===== src/rtl/ccd_cds_pkg.sv =====
`default_nettype none
//==============================================================================
// Module      : ccd_cds_pkg
// Description : Shared types and constants for the CCD correlated-double-
//               sampling timing block: FSM state encoding, position-index
//               width and default geometry.
// Revision    : 1.0 - initial release
//==============================================================================
package ccd_cds_pkg;

    localparam int unsigned c_IDX_W               = 16;
    localparam int unsigned c_PIX_PER_LINE_DEF    = 1024;
    localparam int unsigned c_LINES_PER_FRAME_DEF = 512;

    typedef enum logic [2:0] {
        ST_IDLE    = 3'd0,
        ST_WAIT_R  = 3'd1,
        ST_DLY_REF = 3'd2,
        ST_WAIT_L2 = 3'd3,
        ST_DLY_SIG = 3'd4
    } cds_state_t;

endpackage
`default_nettype wire


===== src/rtl/ccd_edge_det.sv =====
`default_nettype none
//==============================================================================
// Module      : ccd_edge_det
// Description : Falling-edge detector for one CCD clock phase. Optionally
//               re-times the phase through a 2-FF synchronizer first
//               (macro CCD_CDS_SYNC_EN), for a phase generator running in
//               another clock domain.
// Revision    : 1.0 - initial release
// Ports       : i_clk    - system clock, rising edge
//               i_rst_n  - asynchronous active-low reset
//               i_phase  - raw phase input
//               o_fall   - combinational fall flag (prev=1, cur=0)
//==============================================================================
module ccd_edge_det (
    input  logic i_clk,
    input  logic i_rst_n,
    input  logic i_phase,
    output logic o_fall
);

    logic w_cur;
    logic r_prev;

`ifdef CCD_CDS_SYNC_EN
    // Reset to the idle-high level so leaving reset does not fake an edge
    // inside the synchronizer itself.
    logic [1:0] r_sync;

    always_ff @(posedge i_clk or negedge i_rst_n) begin
        if (!i_rst_n) begin
            r_sync <= 2'b11;
        end else begin
            r_sync <= {r_sync[0], i_phase};
        end
    end

    assign w_cur = r_sync[1];
`else
    assign w_cur = i_phase;
`endif

    // Resets to 1: a phase already low out of reset reads as a fall, which
    // the consumer ignores because it is idle at that point.
    always_ff @(posedge i_clk or negedge i_rst_n) begin
        if (!i_rst_n) begin
            r_prev <= 1'b1;
        end else begin
            r_prev <= w_cur;
        end
    end

    assign o_fall = r_prev & ~w_cur;

endmodule
`default_nettype wire


===== src/rtl/ccd_cds_timing.sv =====
`default_nettype none
//==============================================================================
// Module      : ccd_cds_timing
// Description : Correlated-double-sampling strobe generator. Watches the
//               phi_r and phi_l2 phases and issues a reference-level and a
//               signal-level ADC strobe per pixel after programmable delays,
//               tracks pixel/line position and flags phase overruns.
//               Optional macro CCD_CDS_SYNC_EN adds a 2-FF synchronizer on
//               both phases (all edge-referenced latencies grow by 2).
// Revision    : 1.0 - initial release
// Ports       : i_clk, i_rst_n        - clock / async active-low reset
//               i_enable              - run enable, low forces idle
//               i_phi_r, i_phi_l2     - phases from the phase generator
//               i_dly_ref, i_dly_sig  - fall-to-strobe delays (cycles)
//               o_sample_ref/_sig     - one-cycle ADC strobes
//               o_pix_idx, o_line_idx - position of the pixel being sampled
//               o_line_end/_frame_end - pulses with the last o_sample_sig
//               o_busy                - not idle
//               o_err_overrun         - sticky phase-sequence violation
//==============================================================================
module ccd_cds_timing
    import ccd_cds_pkg::*;
#(
    parameter int unsigned PIX_PER_LINE    = c_PIX_PER_LINE_DEF,
    parameter int unsigned LINES_PER_FRAME = c_LINES_PER_FRAME_DEF,
    parameter int unsigned DLY_W           = 8
) (
    input  logic               i_clk,
    input  logic               i_rst_n,
    input  logic               i_enable,
    input  logic               i_phi_r,
    input  logic               i_phi_l2,
    input  logic [DLY_W-1:0]   i_dly_ref,
    input  logic [DLY_W-1:0]   i_dly_sig,
    output logic               o_sample_ref,
    output logic               o_sample_sig,
    output logic [c_IDX_W-1:0] o_pix_idx,
    output logic [c_IDX_W-1:0] o_line_idx,
    output logic               o_line_end,
    output logic               o_frame_end,
    output logic               o_busy,
    output logic               o_err_overrun
);

    localparam logic [c_IDX_W-1:0] c_PIX_LAST  = c_IDX_W'(PIX_PER_LINE - 1);
    localparam logic [c_IDX_W-1:0] c_LINE_LAST = c_IDX_W'(LINES_PER_FRAME - 1);
    localparam logic [c_IDX_W-1:0] c_IDX_ONE   = c_IDX_W'(1);
    localparam logic [DLY_W-1:0]   c_DLY_ONE   = DLY_W'(1);

    cds_state_t          r_state;
    logic [DLY_W-1:0]    r_cnt;
    logic                r_enable_d;
    logic                r_sample_ref;
    logic                r_sample_sig;
    logic                r_line_end;
    logic                r_frame_end;
    logic                r_busy;
    logic                r_err;
    logic [c_IDX_W-1:0]  r_pix;
    logic [c_IDX_W-1:0]  r_line;

    logic w_fall_r;
    logic w_fall_l2;
    logic w_ref_start;

    ccd_edge_det u_edge_r (
        .i_clk   (i_clk),
        .i_rst_n (i_rst_n),
        .i_phase (i_phi_r),
        .o_fall  (w_fall_r)
    );

    ccd_edge_det u_edge_l2 (
        .i_clk   (i_clk),
        .i_rst_n (i_rst_n),
        .i_phase (i_phi_l2),
        .o_fall  (w_fall_l2)
    );

    // A phi_r fall in any active state starts a pixel; outside WAIT_R it is
    // an overrun that restarts the same pixel. It outranks a coincident
    // phi_l2 fall.
    assign w_ref_start = w_fall_r && (r_state != ST_IDLE);

    // The counter holds (delay - 1) after a load so the strobe lands exactly
    // delay+1 cycles after the fall; a zero delay strobes straight from the
    // load edge.
    always_ff @(posedge i_clk or negedge i_rst_n) begin
        if (!i_rst_n) begin
            r_state      <= ST_IDLE;
            r_cnt        <= '0;
            r_enable_d   <= 1'b0;
            r_sample_ref <= 1'b0;
            r_sample_sig <= 1'b0;
            r_line_end   <= 1'b0;
            r_frame_end  <= 1'b0;
            r_busy       <= 1'b0;
            r_err        <= 1'b0;
            r_pix        <= '0;
            r_line       <= '0;
        end else begin
            r_enable_d   <= i_enable;
            r_sample_ref <= 1'b0;
            r_sample_sig <= 1'b0;
            r_line_end   <= 1'b0;
            r_frame_end  <= 1'b0;

            if (!i_enable) begin
                r_state <= ST_IDLE;
                r_busy  <= 1'b0;
                r_cnt   <= '0;
                r_pix   <= '0;
                r_line  <= '0;
            end else begin
                r_busy <= 1'b1;
                if (!r_enable_d) begin
                    r_err <= 1'b0;
                end

                // Indices move one cycle after the signal strobe so they are
                // stable while it is high.
                if (r_sample_sig) begin
                    if (r_pix == c_PIX_LAST) begin
                        r_pix  <= '0;
                        r_line <= (r_line == c_LINE_LAST) ? '0 : r_line + c_IDX_ONE;
                    end else begin
                        r_pix <= r_pix + c_IDX_ONE;
                    end
                end

                if (w_ref_start) begin
                    if (r_state != ST_WAIT_R) begin
                        r_err <= 1'b1;
                    end
                    if (i_dly_ref == '0) begin
                        r_sample_ref <= 1'b1;
                        r_state      <= ST_WAIT_L2;
                    end else begin
                        r_cnt   <= i_dly_ref - c_DLY_ONE;
                        r_state <= ST_DLY_REF;
                    end
                end else begin
                    case (r_state)
                        ST_IDLE: begin
                            r_state <= ST_WAIT_R;
                        end
                        ST_WAIT_R: begin
                            r_state <= ST_WAIT_R;
                        end
                        ST_DLY_REF: begin
                            if (r_cnt == '0) begin
                                r_sample_ref <= 1'b1;
                                r_state      <= ST_WAIT_L2;
                            end else begin
                                r_cnt <= r_cnt - c_DLY_ONE;
                            end
                        end
                        ST_WAIT_L2: begin
                            if (w_fall_l2) begin
                                if (i_dly_sig == '0) begin
                                    r_sample_sig <= 1'b1;
                                    r_line_end   <= (r_pix == c_PIX_LAST);
                                    r_frame_end  <= (r_pix == c_PIX_LAST) && (r_line == c_LINE_LAST);
                                    r_state      <= ST_WAIT_R;
                                end else begin
                                    r_cnt   <= i_dly_sig - c_DLY_ONE;
                                    r_state <= ST_DLY_SIG;
                                end
                            end
                        end
                        ST_DLY_SIG: begin
                            if (r_cnt == '0) begin
                                r_sample_sig <= 1'b1;
                                r_line_end   <= (r_pix == c_PIX_LAST);
                                r_frame_end  <= (r_pix == c_PIX_LAST) && (r_line == c_LINE_LAST);
                                r_state      <= ST_WAIT_R;
                            end else begin
                                r_cnt <= r_cnt - c_DLY_ONE;
                            end
                        end
                        default: begin
                            r_state <= ST_IDLE;
                        end
                    endcase
                end
            end
        end
    end

    assign o_sample_ref  = r_sample_ref;
    assign o_sample_sig  = r_sample_sig;
    assign o_pix_idx     = r_pix;
    assign o_line_idx    = r_line;
    assign o_line_end    = r_line_end;
    assign o_frame_end   = r_frame_end;
    assign o_busy        = r_busy;
    assign o_err_overrun = r_err;

endmodule
`default_nettype wire


===== config.mk =====
export PLATFORM = sky130hd
export DESIGN_NAME = ccd_cds_timing
export DESIGN_NICKNAME = d
export VERILOG_FILES = /design/src/rtl/ccd_cds_pkg.sv /design/src/rtl/ccd_edge_det.sv /design/src/rtl/ccd_cds_timing.sv
export SDC_FILE = /design/constraint.sdc
export NUM_CORES = 1
export LEC_CHECK = 0
export CORE_ASPECT_RATIO = 0.75
export CORE_MARGIN = 3
export CORE_UTILIZATION = 52
export DETAILED_ROUTE_END_ITERATION = 16
export PLACE_DENSITY = 0.8
export SYNTH_ARGS = -nofsm -noshare
export SYNTH_HDL_FRONTEND = slang
export SYNTH_SLANG_ARGS = --single-unit

===== constraint.sdc =====
create_clock -name i_clk -period 3.3 [get_ports i_clk]
set_clock_uncertainty 0.2 [all_clocks]
set_input_delay 0.66 -clock i_clk [delete_from_list [all_inputs] [get_ports i_clk]]
set_output_delay 0.66 -clock i_clk [all_outputs]
set_load 0.005 [all_outputs]

; Word level (Yosys, flattened, before mapping)
; Index checks and enable logic that the tools add are counted.
[totals]
regBits = 52
input_bits = 21
out_inout_bits = 38
[classes]
addsub = 5
eq_ne = 16
n_mux = 48
bitwise = 4
reduce_logical = 12
[ops]
columns = cell, count
row1 = 16-bit 2-to-1 mux, 7
row2 = 8-bit 2-to-1 mux, 6
row3 = "16-bit by 1-bit adder with 16-bit output, second input constant", 2
row4 = 8-bit logical NOT, 3
row5 = 1-bit 2-to-1 mux, 24
row6 = "8-bit by 1-bit subtractor with 8-bit output, second input constant", 3
row7 = 3-bit 2-to-1 mux, 6
row8 = "16-bit by 10-bit equality test with 1-bit output, second input constant", 1
row9 = "16-bit by 9-bit equality test with 1-bit output, second input constant", 1
row10 = "4-bit != test, second input constant", 4
row11 = 8-bit case mux with 2 select lines, 1
row12 = 3-bit case mux with 4 select lines, 1
row13 = "3-bit by 2-bit equality test with 1-bit output, second input constant", 2
row14 = 1-bit case mux with 2 select lines, 3
row15 = 5-bit AND reduction, 1
row16 = "2-bit by 1-bit != test with 1-bit output, second input constant", 2
row17 = "4-bit by 2-bit != test with 1-bit output, second input constant", 1
row18 = "4-bit by 3-bit != test with 1-bit output, second input constant", 1
row19 = 2-bit OR reduction, 2
row20 = "3-bit by 1-bit equality test with 1-bit output, second input constant", 1
row21 = "3-bit equality test, second input constant", 1
row22 = 3-bit logical NOT, 1
row23 = "3-bit by 1-bit != test with 1-bit output, second input constant", 1
row24 = "3-bit != test, second input constant", 1
row25 = 6 further kinds, 9

; Longest topological paths before layout
; Gate-level depths: netlist (run 1).
[logic_depth]
depth_word = 7
mapped_depth = 11
depth_no_buf = 10

; Cells and area by module
; From an unflattened synthesis (run 1), not the netlist that was laid out.
[unflattened]
hier_cells = 337
hier_area_um2 = 2981.6
[by_module_without_submodules]
columns = mod, n_inst, cells_per_inst, area_per_inst_um2
row1 = ccd_cds_timing, 1, 333, 2901.5
row2 = ccd_edge_det, 2, 2, 40.0

; Least setup slack after synthesis (run 1)
; Ideal clock, no wire load.
[synth_timing]
path_kind = input -> register
start = in i_phi_r
end = reg r_cnt[6]
setup_ps = 122
arrival_ps = 2271
path_slack_ps = 708
stages = 9
path_cell_list = nor2b_1 nand2_1 buf_2 o21ai_0 ha_1 o211ai_1 a211oi_2 xnor2_1 o21ai_1
[synth_between]
elab_chain_len = 5
[synth_rtl]
columns = item, line
row1 = from (decl), ccd_cds_timing.sv:31  ; input logic i_phi_r,
row2 = 1-bit inverter *, ccd_edge_det.sv:52  ; assign o_fall = r_prev & ~w_cur;
row3 = 1-bit bitwise AND *, ccd_edge_det.sv:52
row4 = 1-bit logical AND *, ccd_cds_timing.sv:83  ; assign w_ref_start = w_fall_r && (r_state != ST_IDLE);
row5 = "4-bit != test (no source line), or another cell as far along", n/a
row6 = 5-bit AND reduction (no source line) / 8-bit 2-to-1 mux (equally long branches), n/a
row7 = to (signal assigned), ccd_cds_timing.sv:139  ; r_cnt <= i_dly_ref - c_DLY_ONE;
row8 = to (signal assigned), ccd_cds_timing.sv:155  ; r_cnt <= r_cnt - c_DLY_ONE;
row9 = to (signal assigned), ccd_cds_timing.sv:166  ; r_cnt <= i_dly_sig - c_DLY_ONE;
row10 = to (decl), ccd_cds_timing.sv:51  ; logic [DLY_W-1:0] r_cnt;
; Every way passes the cells marked *; elsewhere a longest branch is shown, timed or not.
; A chain may end at the register's enable or synchronous reset.

; Final worst setup path (run 1)
[layout_timing]
start = reg r_state[2]
end = reg r_cnt[7]
[layout_between]
elab_chain_len = 5
[layout_rtl]
columns = item, line
row1 = from (decl), ccd_cds_timing.sv:50  ; cds_state_t r_state;
row2 = from (signal assigned), ccd_cds_timing.sv:90  ; r_state <= ST_IDLE;
row3 = from (signal assigned), ccd_cds_timing.sv:109  ; r_state <= ST_IDLE;
row4 = from (signal assigned), ccd_cds_timing.sv:137  ; r_state <= ST_WAIT_L2;
row5 = 3-bit equality test / 3-bit by 2-bit equality test with 1-bit output (equally long branches), ccd_cds_timing.sv:143  ; case (r_state)
row6 = 2-bit OR reduction (no source line), n/a
row7 = 8-bit case mux with 2 select lines, ccd_cds_timing.sv:143
row8 = 8-bit 2-to-1 mux, ccd_cds_timing.sv:131  ; if (w_ref_start) begin
row9 = 8-bit 2-to-1 mux, ccd_cds_timing.sv:108  ; if (!i_enable) begin
; Parallel ways exist; a longest one is shown, timed or not.

==> results by group, run 1 <==
Global route
  • Initial antenna violation count: 0
  • Vias in the first global route: 2,766
  • Total gr overflow: 0
  • Largest net degree at the start of global routing: 52
  • Global-route wire length before repair: around 14,000 um
  • Gr usage total: 26.09%

Worst setup path
  • Endpoint class of the critical path: flip-flop
  • CP max FO: 13
  • Worst Path Required: 3.35 ns
  • Critical path class: flip-flop to flip-flop
  • Crit path DAT: 2.82 ns
  • FF-to-FF Start: r_state[2]$_DFFE_PN0P_
  • Crit. Startpoint: r_state[2]$_DFFE_PN0P_
  • Critical path launch point type: flip-flop

STA
  • Tcrit/Tclk final: 83.91%
  • Fmax achieved: around 360 MHz
  • Slew margin rel.: a little over a quarter
  • Worst Tran Pin Value: 1.098 ns
  • Hold Fails Final Rpt: 0
  • Sum Neg Setup Slack: 0 ns
  • Slew Limit Fails: 0
  • Fin crit period: 2.769 ns
  • Final setup vio count: 0
  • RSZ-0062 raised after global routing: no

Yosys
  • Mean post-synth cell area: 8.787 um^2
  • Synth Cell Area: 0.003023 mm^2
  • Top post-synthesis cells by area: dfrtp_1, nand2_1, o21ai_0
  • Asr flop ratio synth: 100.0%
  • Register area share after synthesis: a little over two fifths
  • Area share of the largest cell type after synthesis: 40.56%
  • Yosys cell types: 52
  • Dominant synthesized flop cell: dfrtp_1
  • Mapped Cells: around 340
  • Post-Syn Nets: 368
  • Synth area leader: dfrtp_1
  • Post-synth EDFFs: 0
  • Yosys reg bits: 51
  • Synth Warn #: 0

Detailed routing
  • Routed WL: 8303 um
  • Post-route ant nets: 0
  • Iter 0 DRT Violations: 187
  • Vias per std cell: between 6 and 7
  • DR pass1 iterations: 5
  • DR WL/cell: roughly 17 um
  • DRC errors left: 0
  • Via Count: 2,921

Clock network
  • Worst skew pair latency: 0.30 ns
  • Root buf cell: clkbuf_8
  • CTS Hold Buffers Added: 0
  • H-tree levels: 2
  • CTS sink count: 51
  • Postcts setup bufs: 0
  • Clock Tree Buf Depth: 2
  • CTS tree: built
  • Clock-pin transition on the worst setup and hold timing paths: 0.09 ns
  • Number of buffers created by CTS: 5
  • Post-cts resize count: 0

Run status
  • Run status: completed

Floorplanning
  • IO Pins: 59
  • Die Y: 72.03 um
  • Die width: roughly 94 um
  • Initial core utilization: around 55%
  • Core Area: 0.005468 mm^2
  • Site Rows: 23
  • Die area: 0.006774 mm^2

Layout
  • Most common cell after layout, fill and taps aside: clkdlybuf4s50_1
  • Layout cells sized above 1: 8.557%
  • Synth-to-Final Area Change: 26.53%
  • Most frequent cells in the layout: clkdlybuf4s50_1, nand2_1, dfrtp_1
  • Nets: 433
  • Ant diodes: 0

Power and ir drop
  • Internal power: between 0.0009 and 0.001 W
  • Net Sw Frac: 27.07%
  • Worst VDD drop: between 0.2 and 0.3 mV
  • Pwr/cell area: around 350 mW/mm^2
  • Total chip power: around 0.0013 W
  • Clk network pwr share: about a third
  • P_sw: 0.0003597 W
  • Share of power burned in registers: 50.7%
  • Combinational group share of total power: 17.4%
  • Leak Pwr: roughly 1.5 nW

Place
  • PortBufs: 58
  • DPL Wire Length: roughly 6200 um
  • Routability cong.: 0.9534

Min path
  • Hold Startpoint: r_cnt[5]$_DFFE_PN0P_
  • Worst Hold Class: flip-flop to flip-flop

Flow run
  • Maxcap violations: 0
-- area by class of cell --
cell class	count	area, um^2
clock buffers	6	72.57
clock inverters	1	30.03
fillers	437	1643
inverters	9	33.78
multi-input cells	273	1658
flip-flops and latches	51	1279
well taps	75	93.84
repair buffers	69	658.1
-- synthesized netlist by cell type, drive strengths merged, types with 2 or more instances --
| cell | number |
|---|---|
| buf | 6 |
| a22o | 3 |
| inv | 9 |
| xnor2 | 7 |
| nor4 | 6 |
| nand2b | 2 |
| or3b | 2 |
| dfrtp | 49 |
| and2 | 2 |
| o21ai | 38 |
| and3 | 6 |
| nor2 | 33 |
| xor2 | 12 |
| mux2i | 4 |
| a21oi | 8 |
| ha | 3 |
| o211ai | 3 |
| and4 | 4 |
| nand4b | 2 |
| nor2b | 6 |
| or3 | 7 |
| nand4 | 6 |
| nand3 | 22 |
| nor3 | 12 |
| clkbuf | 5 |
| o31ai | 15 |
| a211oi | 3 |
| nand2 | 51 |
| o2111ai | 3 |
| or4 | 2 |
| dfstp | 2 |
-- worst max-delay path, cell delays in order, from the launching register on --
cell,delay (ns)
dfrtp_1,0.57
or3_1,0.54
nand2_1,0.25
buf_4,0.24
o31ai_1,0.11
or2_4,0.35
a2111oi_4,0.29
a22o_1,0.16
-- registers in the layout (all words and copies together) (netlist names) --
signal and count:
o_frame_end 1, o_busy 1, r_state 3, o_line_end 1, o_sample_sig 1, o_err_overrun 1
u_edge_l2.r_prev 1, o_line_idx 16, r_cnt 8, o_pix_idx 16, o_sample_ref 1, u_edge_r.r_prev 1
-- metal layers --
metal | global-route usage, % | wire [um] | vias to the layer above
met3 | 7.461 | 680 | 9
met5 | 0 | 0 | -
met1 | 40.12 | 3961 | 1419
met2 | 36.35 | 3592 | 114
met4 | 6.090 | 69 | 0
li1 | - | - | 1379
-- per-stage QoR --
stage / worst slack (ns) / hold WS [ns] / util, % / std cells / cell area, um^2
3_3_place_gp: 0.4193 / 0.2913 / 68.08 / 477 / 3722
6_report: 0.5310 / 0.3097 / 69.95 / 484 / 3825
4_1_cts: 0.5780 / 0.3146 / 69.95 / 484 / 3825
5_1_grt: 0.4462 / 0.3536 / 69.95 / 484 / 3825
2_1_floorplan: 0.7077 / 0.1644 / - / 344 / 3023
3_5_place_dp: 0.4067 / 0.2988 / 68.08 / 477 / 3722
-- logic make-up (layout without fill, tap and decap cells) --
group / after synthesis / in the layout / share of synthesized area, %
AOI/OAI and AO/OA: 82 / 82 / 18.96
xor gates and xnor gates: 19 / 19 / 6.002
adders and majority gates: 3 / 3 / 1.242
buffers and inverters: 20 / 85 / 2.856
DFF: 51 / 51 / 42.30
muxes: 4 / 4 / 1.325
and+or+nand+nor: 165 / 165 / 27.32
-- power groups by stage --
| stage | clock network, W | logic (W) | registers (W) |
|---|---|---|---|
| finish | 0.000423 | 0.000231 | 0.000674 |
| global route | 0.000457 | 0.000253 | 0.000678 |
| CTS | 0.000428 | 0.000229 | 0.000673 |
| detailed placement | 0 | 0.000228 | 0.000686 |
| global placement | 0 | 0.000229 | 0.000685 |
| floorplan | 0 | 0.000131 | 0.000680 |
-- worst paths after layout --
kind	end	slack [ns]	cells past startpoint
setup / recovery	r_cnt[7]$_DFFE_PN0P_	0.53	7
hold / removal	r_cnt[5]$_DFFE_PN0P_	0.31	2
setup reg to reg	r_cnt[7]$_DFFE_PN0P_	0.53	7
hold reg to reg	r_cnt[5]$_DFFE_PN0P_	0.31	2
max in group asynchronous	u_edge_r.r_prev$_DFF_PN1_	1.81	2
min in group asynchronous	o_line_idx[2]$_DFFE_PN0P_	0.35	1
No activity file was read; power rests on OpenSTA's default activity.
==> run 2, diff against run 1 <==
clock period = 2.75 ns   (was 3.3 ns; I/O delays follow)
==> run 2 against run 1 <==
- clock-buffer cell count unchanged
- first-iteration DRC count increased by 14%
- routed wire length grew 3.5%
- cell area rose by 3.7%
- sequential power increased by 20%
- largest cell class unchanged
==> results by group, run 2 (synthesized netlist as in run 1, its figures left out) <==
Detailed routing
  • Routed WL: 8593 um
  • DR WL/cell: between 15 and 20 um
  • Iter 0 DRT Violations: 213
  • DR pass1 iterations: 4
  • Via Count: roughly 3,000
  • DRC errors left: 0
  • Vias per std cell: 6.000
  • Post-route ant nets: 0

Global route
  • Total gr overflow: 0
  • Vias in the first global route: 2,923
  • Initial antenna violation count: 0
  • Largest net degree at the start of global routing: 52
  • Global-route wire length before repair: 14,300 um
  • Gr usage total: 26.79%

STA
  • RSZ-0062 raised after global routing: no
  • Fin crit period: about 2.6 ns
  • Slew Limit Fails: 0
  • Fmax achieved: just under 400 MHz
  • Worst Tran Pin Value: 0.6337 ns
  • Tcrit/Tclk final: 93.80%
  • Final setup vio count: 0
  • Slew margin rel.: 57.76%
  • Hold Slack: roughly 0.14 ns
  • Hold Fails Final Rpt: 0

Power and ir drop
  • Worst VDD drop: between 0.2 and 0.25 mV
  • Leak Pwr: 1.595 nW
  • Pwr/cell area: 409.4 mW/mm^2
  • Total chip power: 0.001623 W

Floorplanning
  • Die area: a little under 0.007 mm^2
  • Initial core utilization: around 55%
  • Die Y: 72.03 um
  • Die width: 94.04 um
  • Core Area: 0.005468 mm^2
  • Site Rows: 23
  • IO Pins: a little under 60

Worst setup path
  • Endpoint class of the critical path: flip-flop
  • Worst Path Required: 2.79 ns
  • Crit-path cells: or3_1 -> nand2_1 -> buf_4 -> o31ai_1 -> or2_4 -> a2111oi_4 -> a22o_1
  • Critical path launch point type: flip-flop
  • CP Buf/Inv Count: 1
  • FF-to-FF Start: r_state[1]$_DFFE_PN0P_
  • Crit path DAT: 2.62 ns
  • Crit-path slowest cell: dfrtp_1
  • Critical path class: flip-flop to flip-flop
  • Crit. Startpoint: r_state[1]$_DFFE_PN0P_
  • CP max FO: 13
  • Top cell family by delay on the critical path: simple AND/OR/NAND/NOR gates
  • Worst stage delay on the critical path: approximately 0.55 ns

Clock network
  • CTS tree: built
  • Postcts setup bufs: 0
  • CTS sink count: between 50 and 60
  • H-tree levels: 2
  • Post-cts resize count: 0
  • Worst skew pair latency: 0.30 ns
  • Clock Tree Buf Depth: 2
  • Clock-pin transition on the worst setup and hold timing paths: about 0.09 ns
  • Root buf cell: clkbuf_8
  • CTS Hold Buffers Added: 0
  • Number of buffers created by CTS: 5

Min path
  • Worst Hold Class: input pin to async pin

Layout
  • Ant diodes: 0
  • Fin cells: 501
  • Most frequent cells in the layout: clkdlybuf4s50_1, nand2_1, dfrtp_1
  • FILL cells: 439
  • Layout cells sized above 1: 12.21%
  • Most common cell after layout, fill and taps aside: clkdlybuf4s50_1
  • Synth-to-Final Area Change: 31.17%
  • Nets: 450

Run status
  • Run status: completed

Place
  • PortBufs: 58
  • DPL Wire Length: ~6600 um
  • Routability cong.: 1.048
  • Inst Count DP: between 400 and 500

Flow run
  • Maxcap violations: 0
[run 2: cell types whose count changed in the layout (fill, tap and decap cells not counted), sizes merged]
cell,previous run,this run
buf,12,29
[run 2: path summary, 6_finish.rpt]
check	to	slack, ns	cells after the start
setup reg to reg	r_cnt[7]$_DFFE_PN0P_	0.17	7
hold / removal	o_line_idx[0]$_DFFE_PN0P_	0.14	2
min in group i_clk	o_err_overrun$_DFFE_PN0P_	0.32	2
setup / recovery	r_cnt[7]$_DFFE_PN0P_	0.17	7
hold reg to reg	o_err_overrun$_DFFE_PN0P_	0.32	2
max in group asynchronous	r_cnt[1]$_DFFE_PN0P_	1.77	2
[run 2: worst reg2reg max path, cell delays in order (launching register included)]
cell,delay (ns)
dfrtp_1,0.55
or3_1,0.53
nand2_1,0.17
buf_4,0.22
o31ai_1,0.13
or2_4,0.30
a2111oi_4,0.27
a22o_1,0.16
[run 2: power breakdown]
group	switching [W]	total [W]	internal [W]
Combinational	0.000166	0.000307	0.000141
Sequential	0.0000297	0.000809	0.000780
Clock	0.000240	0.000507	0.000267
Total	0.000436	0.00162	0.00119
[run 2: final cells by class]
type / instances / area (um^2) / share of cell area (%)
Tap cell: 75 / 93.84 / 2.367
Clock inverter: 1 / 30.03 / 0.7573
Sequential cell: 51 / 1279 / 32.25
Clock buffer: 6 / 72.57 / 1.830
Inverter: 9 / 33.78 / 0.8520
Multi-Input combinational cell: 273 / 1658 / 41.81
Timing Repair Buffer: 86 / 798.3 / 20.13
[run 2: metrics by stage]
step | instance area [um^2] | util (%) | TNS, ns | worst slack (ns)
after CTS | 3965 | 72.52 | 0 | 0.2125
final | 3965 | 72.52 | 0 | 0.1706
after floorplan | 3023 | - | 0 | 0.2677
after global placement | 3862 | 70.64 | 0 | 0.05539
after global routing | 3965 | 72.52 | 0 | 0.05444
after detailed placement | 3862 | 70.64 | -0.007686 | -0.007686
[run 2: metal layers]
layer	share of wire, %	vias to the layer above	GRT usage (%)
li1	-	1415	-
met3	8.3	8	8.497
met2	44	120	39.65
met4	0.56	0	5.128
met5	0	-	0
met1	47	1463	39.10
==> run 3, diff against run 2 <==
SETUP_SLACK_MARGIN = 0.15   (was unset)
==> run 3 against run 2 <==
- combinational power is 1% higher
- non-clock buffer count stayed put
- flip-flop and latch count stayed put
- cell area is 0.73% higher
- sequential share of layout area is 0.20 points lower
- clock-buffer cell count stayed put
- routed wire length is 0.16% higher
- clock power hardly changed
- via count is 0.43% higher
- fmax is 3.6% higher
- critical path type is now input pin to flip-flop
- critical endpoint is now o_frame_end$_DFF_PN0_
==> results by group, run 3 (synthesized netlist as in run 1, its figures left out) <==
Layout
  • Sequential Area: 0.001280 mm^2
  • Most common cell after layout, fill and taps aside: clkdlybuf4s50_1
  • Layout cells sized above 1: 12.68%
  • FILL cells: ~440
  • Area occupied by multi-input gates: 0.001685 mm^2
  • Most frequent cells in the layout: clkdlybuf4s50_1, nand2_1, dfrtp_1
  • Design Area, Final: 0.003994 mm^2
  • Ant diodes: 0
  • Fin util: 73.04%
  • Nets: 450
  • Synth-to-Final Area Change: 32.12%

STA
  • Worst Tran Pin Value: 0.6400 ns
  • Hold Fails Final Rpt: 0
  • Sum Neg Setup Slack: 0 ns
  • Slew margin rel.: about 57%
  • Final setup vio count: 0
  • Setup WS post-layout: roughly 0.26 ns
  • Slew Limit Fails: 0
  • Fmax achieved: 401.7 MHz
  • Fin crit period: 2.489 ns
  • RSZ-0062 raised after global routing: no
  • Tcrit/Tclk final: 90.53%

Floorplanning
  • Die area: 0.006774 mm^2
  • Die Y: between 70 and 80 um
  • Initial core utilization: 55.29%
  • Site Rows: 23
  • Core Area: 0.005468 mm^2
  • IO Pins: 59
  • Die width: 94.04 um

Worst setup path
  • Worst Path Required: 2.77 ns
  • Worst R2R Setup Slack: ~0.29 ns
  • Endpoint class of the critical path: flip-flop
  • Crit path DAT: 2.51 ns
  • Critical path class: input pin to flip-flop
  • CP max FO: 2
  • Critical path launch point type: input pin

Detailed routing
  • DRC errors left: 0
  • Post-route ant nets: 0
  • Vias per std cell: between 6 and 7
  • Via Count: 3,019
  • DR WL/cell: 17.18 um
  • Routed WL: roughly 8600 um
  • Iter 0 DRT Violations: 224
  • DR pass1 iterations: 5

Power and ir drop
  • Combinational group share of total power: between 10% and 20%
  • Share of power burned in registers: 49.7%
  • Net Sw Frac: 26.89%
  • Clk network pwr share: 31.2%
  • Internal power: 0.001191 W
  • Leak Pwr: 1.597 nW
  • Worst VDD drop: 0.2439 mV
  • Pwr/cell area: slightly above 400 mW/mm^2
  • P_sw: 0.0004381 W

Clock network
  • Number of buffers created by CTS: 5
  • H-tree levels: 2
  • Clock-pin transition on the worst setup and hold timing paths: 0.09 ns
  • Worst skew pair latency: roughly 0.30 ns
  • Clock Tree Buf Depth: 2
  • CTS sink count: a little over 50
  • Root buf cell: clkbuf_8
  • CTS tree: built

Global route
  • Largest net degree at the start of global routing: 52
  • Global-route wire length before repair: 14,300 um
  • Gr usage total: 26.79%
  • Initial antenna violation count: 0
  • Total gr overflow: 0
  • Vias in the first global route: just under 3,000

Flow run
  • Maxcap violations: 0

Place
  • Routability cong.: 1.048
  • PortBufs: 58
  • Pre-CTS setup slack: -0.007686 ns
  • Placed inst area: 0.003862 mm^2
  • DPL Wire Length: 6615 um

Run status
  • Run status: completed

Min path
  • Worst Hold Class: input pin to async pin
-- run 3: path summary, 6_finish.rpt --
check / startpoint / end / depth (start not counted)
max: i_dly_sig[3] / o_frame_end$_DFF_PN0_ / 7
min: i_rst_n / o_line_idx[0]$_DFFE_PN0P_ / 2
min reg2reg: o_err_overrun$_DFFE_PN0P_ / o_err_overrun$_DFFE_PN0P_ / 2
min in group i_clk: o_err_overrun$_DFFE_PN0P_ / o_err_overrun$_DFFE_PN0P_ / 2
max reg2reg: r_state[1]$_DFFE_PN0P_ / r_cnt[7]$_DFFE_PN0P_ / 7
max in group asynchronous: i_rst_n / r_state[1]$_DFFE_PN0P_ / 2
-- run 3: timing repair --
action	4_1_cts	5_1_grt
setup buffers	0	0
hold buffers	0	0
endpoints found under the setup margin	0	6
resized for setup	0	4
-- run 3: power groups by stage --
stage	combinational [W]	sequential, W	clock, W
after floorplan	0.000157	0.000815	0
after global placement	0.000302	0.000823	0
after detailed placement	0.000305	0.000823	0
after CTS	0.000305	0.000809	0.000511
after global routing	0.000342	0.000815	0.000544
final	0.000311	0.000810	0.000508
-- run 3: layer usage --
layer	GRT usage (%)	up-vias	routed length, um	part of all wire (%)
li1	-	1409	-	-
met1	39.10	1483	4011	47
met2	39.65	121	3797	44
met3	8.497	6	751	8.7
met4	5.128	0	46	0.53
met5	0	-	0	0
-- run 3: area by class of cell --
cell class | instances | area share, %
multi-input combinational | 273 | 42.20
clock buffer | 6 | 1.817
inverter | 9 | 0.8459
tap | 75 | 2.350
timing repair buffer | 86 | 19.99
clock inverter | 1 | 0.7519
sequential | 51 | 32.05
-- run 3: worst max-delay path: stages --
cell and delay, ns:
clkdlybuf4s50_1 0.43, or4_1 0.56, nor3_1 0.29, nand4b_1 0.15
a21oi_1 0.29, nand2_1 0.11, nor2_1 0.12
-- run 3: per-stage QoR --
step	instances	hold slack (ns)	total power [W]
after global placement	494	0.2959	0.001125
final	501	0.1462	0.001629
after floorplan	344	0.05441	0.0009728
after detailed placement	494	0.3082	0.001128
after global routing	501	0.1904	0.001701
after CTS	501	0.1655	0.001625
